**config.mk**
```make
export PLATFORM = sky130hd
export DESIGN_NAME = alu_nbit_pipe
export DESIGN_NICKNAME = d
export VERILOG_FILES = /design/src/rtl/alu_pkg.sv /design/src/rtl/alu_mul_seq.sv /design/src/rtl/alu_nbit_pipe.sv
export SDC_FILE = /design/constraint.sdc
export NUM_CORES = 1
export LEC_CHECK = 0
export ABC_AREA = 1
export CAP_MARGIN = 25
export CORE_MARGIN = 5
export CORE_UTILIZATION = 60
export DETAILED_ROUTE_END_ITERATION = 10
export GPL_TIMING_DRIVEN = 0
export HOLD_SLACK_MARGIN = 0.05
export PLACE_DENSITY = 0.83
export SLEW_MARGIN = 10
export SYNTH_ARGS = -nofsm -noshare
export SYNTH_HDL_FRONTEND = slang
export SYNTH_SLANG_ARGS = --single-unit
```
**constraint.sdc**
```tcl
create_clock -name clk -period 6.5 [get_ports clk]
set_clock_uncertainty 0.1 [all_clocks]
set_input_delay 0.65 -clock clk [delete_from_list [all_inputs] [get_ports clk]]
set_output_delay 0.65 -clock clk [all_outputs]
set_load 0.005 [all_outputs]
```
**src/rtl/alu_pkg.sv**
```systemverilog
// Shared opcode, FSM-state and flag-index definitions for the pipelined N-bit ALU.
package alu_pkg;

    typedef enum logic [2:0] {
        OP_AND = 3'b000,
        OP_OR  = 3'b001,
        OP_XOR = 3'b010,
        OP_NOT = 3'b011,
        OP_ADD = 3'b100,
        OP_SUB = 3'b101,
        OP_MUL = 3'b110,
        OP_CMP = 3'b111
    } op_e;

    typedef enum logic [1:0] {
        S_IDLE     = 2'd0,
        S_MUL_BUSY = 2'd1,
        S_DONE     = 2'd2
    } state_e;

    // Bit positions inside flags = {overflow, carry, neg, zero}.
    localparam int FLG_ZERO  = 0;
    localparam int FLG_NEG   = 1;
    localparam int FLG_CARRY = 2;
    localparam int FLG_OVF   = 3;

endpackage

```
**src/rtl/alu_mul_seq.sv**
```systemverilog
// Iterative signed shift-add multiplier: one partial product per cycle, WIDTH cycles.
module alu_mul_seq #(
    parameter int WIDTH = 8
) (
    input  logic                 clk,
    input  logic                 rst,
    input  logic                 start,
    input  logic [WIDTH-1:0]     a,
    input  logic [WIDTH-1:0]     b,
    output logic                 busy,
    output logic                 done,
    output logic [2*WIDTH-1:0]   product
);
    localparam int W2 = 2 * WIDTH;
    localparam int CW = $clog2(WIDTH);

    logic [W2-1:0]    mcand_q, acc_q, acc_d, addend;
    logic [WIDTH-1:0] mplier_q;
    logic [CW-1:0]    cnt_q;
    logic             busy_q, last;

    // The multiplier MSB carries weight -2^(WIDTH-1), so the final partial product is subtracted.
    always_comb begin
        last   = (cnt_q == CW'(WIDTH - 1));
        addend = '0;
        if (mplier_q[0]) addend = last ? -mcand_q : mcand_q;
        acc_d  = acc_q + addend;
    end

    always_ff @(posedge clk or posedge rst) begin
        if (rst) begin
            mcand_q  <= '0;
            mplier_q <= '0;
            acc_q    <= '0;
            cnt_q    <= '0;
            busy_q   <= 1'b0;
        end else if (start) begin
            mcand_q  <= {{WIDTH{a[WIDTH-1]}}, a};
            mplier_q <= b;
            acc_q    <= '0;
            cnt_q    <= '0;
            busy_q   <= 1'b1;
        end else if (busy_q) begin
            acc_q    <= acc_d;
            mcand_q  <= mcand_q << 1;
            mplier_q <= mplier_q >> 1;
            cnt_q    <= cnt_q + CW'(1);
            if (last) busy_q <= 1'b0;
        end
    end

    // done marks the cycle whose closing edge completes the product; product is that final sum.
    assign busy    = busy_q;
    assign done    = busy_q && last;
    assign product = acc_d;

endmodule

```
**src/rtl/alu_nbit_pipe.sv**
```systemverilog
// N-bit signed ALU with valid/ready handshakes; MUL runs on the iterative multiplier.
module alu_nbit_pipe
    import alu_pkg::*;
#(
    parameter int WIDTH = 8
) (
    input  logic                      clk,
    input  logic                      rst,
    input  logic                      in_valid,
    output logic                      in_ready,
    input  logic signed [WIDTH-1:0]   A,
    input  logic signed [WIDTH-1:0]   B,
    input  logic                      cin,
    input  logic [2:0]                control,
    output logic                      out_valid,
    input  logic                      out_ready,
    output logic signed [2*WIDTH-1:0] result,
    output logic [3:0]                flags
);
    localparam int W2 = 2 * WIDTH;

    if (WIDTH < 2 || WIDTH > 32) begin : g_bad_width
        $error("alu_nbit_pipe: WIDTH must be in 2..32");
    end

    state_e           state_q;
    logic [W2-1:0]    result_q, alu_res, res_d;
    logic [3:0]       flags_q, flags_d;
    logic [WIDTH-1:0] add_lo, sub_lo;
    logic [WIDTH:0]   add_s, sub_s;
    logic             add_c, sub_b, alu_c, alu_v;
    logic             accept, is_mul, mul_busy, mul_done;
    logic [W2-1:0]    mul_product;

    assign in_ready  = (state_q == S_IDLE) || (state_q == S_DONE && out_ready);
    assign out_valid = (state_q == S_DONE);
    assign accept    = in_valid && in_ready;
    assign is_mul    = (control == OP_MUL);
    assign result    = result_q;
    assign flags     = flags_q;

    // Bit WIDTH of the sign-extended sum equals sign(A) ^ sign(B) ^ unsigned carry/borrow out.
    always_comb begin
        {add_c, add_lo} = {1'b0, A} + {1'b0, B} + {{WIDTH{1'b0}}, cin};
        {sub_b, sub_lo} = {1'b0, A} - {1'b0, B} - {{WIDTH{1'b0}}, cin};
        add_s = {A[WIDTH-1] ^ B[WIDTH-1] ^ add_c, add_lo};
        sub_s = {A[WIDTH-1] ^ B[WIDTH-1] ^ sub_b, sub_lo};
        alu_c = 1'b0;
        alu_v = 1'b0;
        unique case (control)
            OP_AND: alu_res = {{WIDTH{A[WIDTH-1] & B[WIDTH-1]}}, A & B};
            OP_OR:  alu_res = {{WIDTH{A[WIDTH-1] | B[WIDTH-1]}}, A | B};
            OP_XOR: alu_res = {{WIDTH{A[WIDTH-1] ^ B[WIDTH-1]}}, A ^ B};
            OP_NOT: alu_res = {{WIDTH{~A[WIDTH-1]}}, ~A};
            OP_ADD: begin
                alu_res = {{(WIDTH-1){add_s[WIDTH]}}, add_s};
                alu_c   = add_c;
                alu_v   = add_s[WIDTH] ^ add_s[WIDTH-1];
            end
            OP_SUB: begin
                alu_res = {{(WIDTH-1){sub_s[WIDTH]}}, sub_s};
                alu_c   = sub_b;
                alu_v   = sub_s[WIDTH] ^ sub_s[WIDTH-1];
            end
            default: begin
                // MUL never reaches this path's result; COMPARE lands here.
                if (A > B)       alu_res = W2'(1);
                else if (A == B) alu_res = '0;
                else             alu_res = '1;
            end
        endcase
    end

    always_comb begin
        res_d                = mul_done ? mul_product : alu_res;
        flags_d              = '0;
        flags_d[FLG_OVF]     = mul_done ? 1'b0 : alu_v;
        flags_d[FLG_CARRY]   = mul_done ? 1'b0 : alu_c;
        flags_d[FLG_NEG]     = res_d[W2-1];
        flags_d[FLG_ZERO]    = (res_d == '0);
    end

    alu_mul_seq #(.WIDTH(WIDTH)) u_mul (
        .clk     (clk),
        .rst     (rst),
        .start   (accept && is_mul),
        .a       (A),
        .b       (B),
        .busy    (mul_busy),
        .done    (mul_done),
        .product (mul_product)
    );

    always_ff @(posedge clk or posedge rst) begin
        if (rst) begin
            state_q  <= S_IDLE;
            result_q <= '0;
            flags_q  <= '0;
        end else begin
            unique case (state_q)
                S_MUL_BUSY: begin
                    if (mul_done) begin
                        state_q  <= S_DONE;
                        result_q <= res_d;
                        flags_q  <= flags_d;
                    end
                end
                default: begin
                    if (accept) begin
                        if (is_mul) begin
                            state_q <= S_MUL_BUSY;
                        end else begin
                            state_q  <= S_DONE;
                            result_q <= res_d;
                            flags_q  <= flags_d;
                        end
                    end else if (state_q == S_DONE && out_ready) begin
                        state_q <= S_IDLE;
                    end
                end
            endcase
        end
    end

endmodule

```
==> metrics.md <==
| Metric | Value |
|---|---|
| Mux share of post-synthesis cell area | `0%` |
| Total Wirelength | `16.5 mm` |
| Post-synthesis compound-gate area fraction | `16.3%` |
| VDD IR max | `0.000159 V` |
| Worst min path class | `reg -> reg` |
| Clk Latency, worst-skew pair | `0.36 ns` |
| Root buffer cell | `clkbuf_8` |
| I/O pin cnt | `46` |
| CTS tree | `built` |
| H-Tree Depth | `3` |
| Die height | `107 um` |
| Worst-Margin Slew | `about 0.80 ns` |
| Final Hold Fails | `0` |
| Register Area | `1630 um^2` |
| Pwr Density | `222 nW/um^2` |
| Post-Synth Simple-Gate Area | `around 29%` |
| DR vias | `5809` |
| Post-DP HPWL | `12.8 mm` |
| Async set-reset flop share out of synthesis | `100%` |
| Max-slew violation count | `0` |
| Antenna Cells | `0` |
| Fraction of the mapped netlist area in adder cells | `14.1%` |
| Synth Register Bits | `between 60 and 70` |
| Core area | `9240 um^2` |
| Fill count | `832` |
| Clock share of power | `26.4%` |
| Xor/xnor share of the synthesized area | `between 1 and 1.5%` |
| Largest net degree at the start of global routing | `66` |
| GRT Util Overall | `28.9%` |
| Distinct cells, synth | `44` |
| Mapped Avg Cell Area | `about 6.9 um^2` |
| Main synth FF type | `dfrtp_1` |
| Total CTS buffers | `9` |
| Total Nets Final | `959` |
| Commonest cells post-synth | `nand2_1, inv_1, nand3_1` |
| Die width | `between 100 and 150 um` |
| Crit path kind | `reg -> reg` |
| Number of synthesized flops with an enable pin | `0` |
| IO buf count | `44` |
| Sequential-to-total area share from yosys stat | `28.7%` |
| Initial antenna violation count | `0` |
| DR pass1 iterations | `6` |
| NetSw | `0.000577 W` |
| Mapped Area | `between 5000 and 6000 um^2` |
| Nature of the critical path endpoint | `register` |
| Slew HR | `46.5%` |
| Status | `completed` |
| DR WL/cell | `16.4 um` |
| Area grow syn2layout | `14.4%` |
| Sequential share of power | `a little over a third` |
| Setup crit start kind | `register` |
| Top post-synthesis cells by area | `dfrtp_1, nand2_1, ha_1, inv_1, nand3_1` |
| Arr. time, crit path | `4.07 ns` |
| Maxcap violations | `0` |
| Max Root-Sink Buffers | `2` |
| Sw Share | `between 40% and 50%` |
| Tcrit/Tclk final | `60.6%` |
| Cts repair resizes | `0` |
| Mapped Nets | `904` |
| RSZ-0062 raised after global routing | `no` |
| Top-count cell post-synth | `nand2_1` |
| CTS Hold Bufs | `0` |
| WP data required | `6.63 ns` |
| Share of cells above drive strength 1 | `5.92%` |
| CP max FO | `10` |
| Comb pwr share | `approximately two fifths` |
| DIE AREA | `11500 um^2` |
| Area leader, netlist | `dfrtp_1` |
| Setup-failing EPs final | `0` |
| Dpl ws | `about 2.7 ns` |
| Internal power | `0.000861 W` |
| Residual DRC | `0` |
| Clock period minus worst slack | `between 3 and 4 ns` |
| Worst-path clk slew | `0.09 ns` |
| Drt initial violations | `between 400 and 500` |
| Postcts setup bufs | `0` |
| Fin util | `between 70 and 80%` |
| Post-Synthesis Cells | `about 800` |
| Vias in the first global route | `5306` |
| Footprint of the multi-input gates | `3450 um^2` |
| GP Congestion | `0.993` |
| Total gr overflow | `0` |
| Fmax | `0.254 GHz` |
| Main combinational cell family by area after synthesis | `simple AND/OR/NAND/NOR gates` |
| Setup TNS | `0 ns` |
| Starting Density | `between 60% and 70%` |
| Setup slack after layout | `2.56 ns` |
| Leakage power | `3.33 nW` |
| Routed Antenna Nets | `0` |
| Global-route wire length before repair | `26.5 mm` |
| Clk sinks | `65` |
| Synth warn | `0` |
| Row Count | `35` |
| Share of the synthesized area in the top cell type | `28.7%` |
| Vias per Instance | `about 5.8` |
==> critical path, stage by stage (launching register included) <==
cell and delay [ns]:
dfrtp_1 0.40, ha_1 0.21, ha_1 0.17, buf_2 0.18, inv_1 0.17, buf_1 0.37, o21ai_0 0.12, a21oi_1 0.35
fa_1 0.34, nand2_1 0.07, nand3_1 0.09, nand2_1 0.09, o21ai_0 0.30, nand3_1 0.12, o2111ai_1 0.11, xnor2_1 0.23
nor2_1 0.10, o21ai_0 0.22, nand2_1 0.08
==> routing by layer <==
layer	GRT usage (%)	part of all wire, %	up-vias
met4	7.95	2.1	0
met3	4.64	7.3	34
met1	42.3	46	2704
met5	0	0	-
met2	44.2	44	255
li1	-	-	2816
==> layout by cell type, fill, tap and decap left out, drive strengths merged, types with 6 or more instances in the layout <==
| cell | Yosys | routed |
|---|---|---|
| nor3 | 14 | 14 |
| a21oi | 45 | 45 |
| buf | 13 | 13 |
| o22ai | 6 | 6 |
| o221ai | 8 | 8 |
| inv | 127 | 127 |
| o21bai | 6 | 6 |
| nor2 | 74 | 74 |
| clkdlybuf4s50 | 0 | 44 |
| nand4 | 11 | 11 |
| o21ai | 57 | 57 |
| nand2 | 200 | 200 |
| nand3 | 75 | 75 |
| dfrtp | 65 | 65 |
| clkbuf | 7 | 17 |
| a22o | 6 | 6 |
| ha | 56 | 56 |
| a22oi | 8 | 8 |
| o211ai | 6 | 6 |
==> power by group through the flow <==
stage                     registers (W)  logic (W)  clock network (W)
after floorplan                0.000499   0.000387                  0
after global placement         0.000506   0.000527                  0
after detailed placement       0.000508   0.000542                  0
after CTS                      0.000502   0.000545           0.000381
after global routing           0.000510   0.000616           0.000397
final                          0.000504   0.000554           0.000380
==> stage by stage <==
step           cell area, um^2  hold slack, ns  power [W]  cells
2_1_floorplan             5670           0.353   0.000886    819
3_3_place_gp              6270           0.362    0.00103    992
3_5_place_dp              6270           0.365    0.00105    992
4_1_cts                   6480           0.387    0.00143   1008
5_1_grt                   6480           0.399    0.00152   1008
6_report                  6480           0.383    0.00144   1008
==> final timing paths <==
| check | from | endpoint | slack (ns) | cells after the start |
|---|---|---|---|---|
| setup / recovery | u_mul.cnt_q[0]$_DFFE_PP0P_ | result[14]$_DFFE_PP0P_ | 2.56 | 18 |
| hold / removal | result[6]$_DFFE_PP0P_ | result[6]$_DFFE_PP0P_ | 0.38 | 2 |
| setup reg to reg | u_mul.cnt_q[0]$_DFFE_PP0P_ | result[14]$_DFFE_PP0P_ | 2.56 | 18 |
| hold reg to reg | result[6]$_DFFE_PP0P_ | result[6]$_DFFE_PP0P_ | 0.38 | 2 |
| max in group asynchronous | rst | u_mul.acc_q[5]$_DFFE_PP0P_ | 5.05 | 2 |
| min in group asynchronous | rst | result[11]$_DFFE_PP0P_ | 0.69 | 2 |
==> cells by family (layout without fill, tap and decap cells) <==
| group | after synthesis | count (layout) |
|---|---|---|
| adders and majority gates | 61 | 61 |
| xor gates and xnor gates | 8 | 8 |
| buffers and inverters | 148 | 208 |
| AOI/OAI and AO/OA | 154 | 154 |
| and+or+nand+nor | 383 | 383 |
| DFF | 65 | 65 |
==> area by class of cell <==
class	instances	area share [%]
multi-input cells	606	53.2
flip-flops and latches	65	25.1
inverters	128	7.47
repair buffers	44	6.80
well taps	129	2.49
clock buffers	10	1.97
plain buffers	20	1.70
clock inverters	6	1.27
==> registers in the layout, indices dropped and copies added, names as in the netlist <==
register / cells
u_mul.mplier_q: 8
u_mul.mcand_q: 16
state_q: 2
u_mul.cnt_q: 3
u_mul.busy: 1
result: 15
u_mul.acc_q: 16
flags: 4
Power figures use the tool's default switching activity.
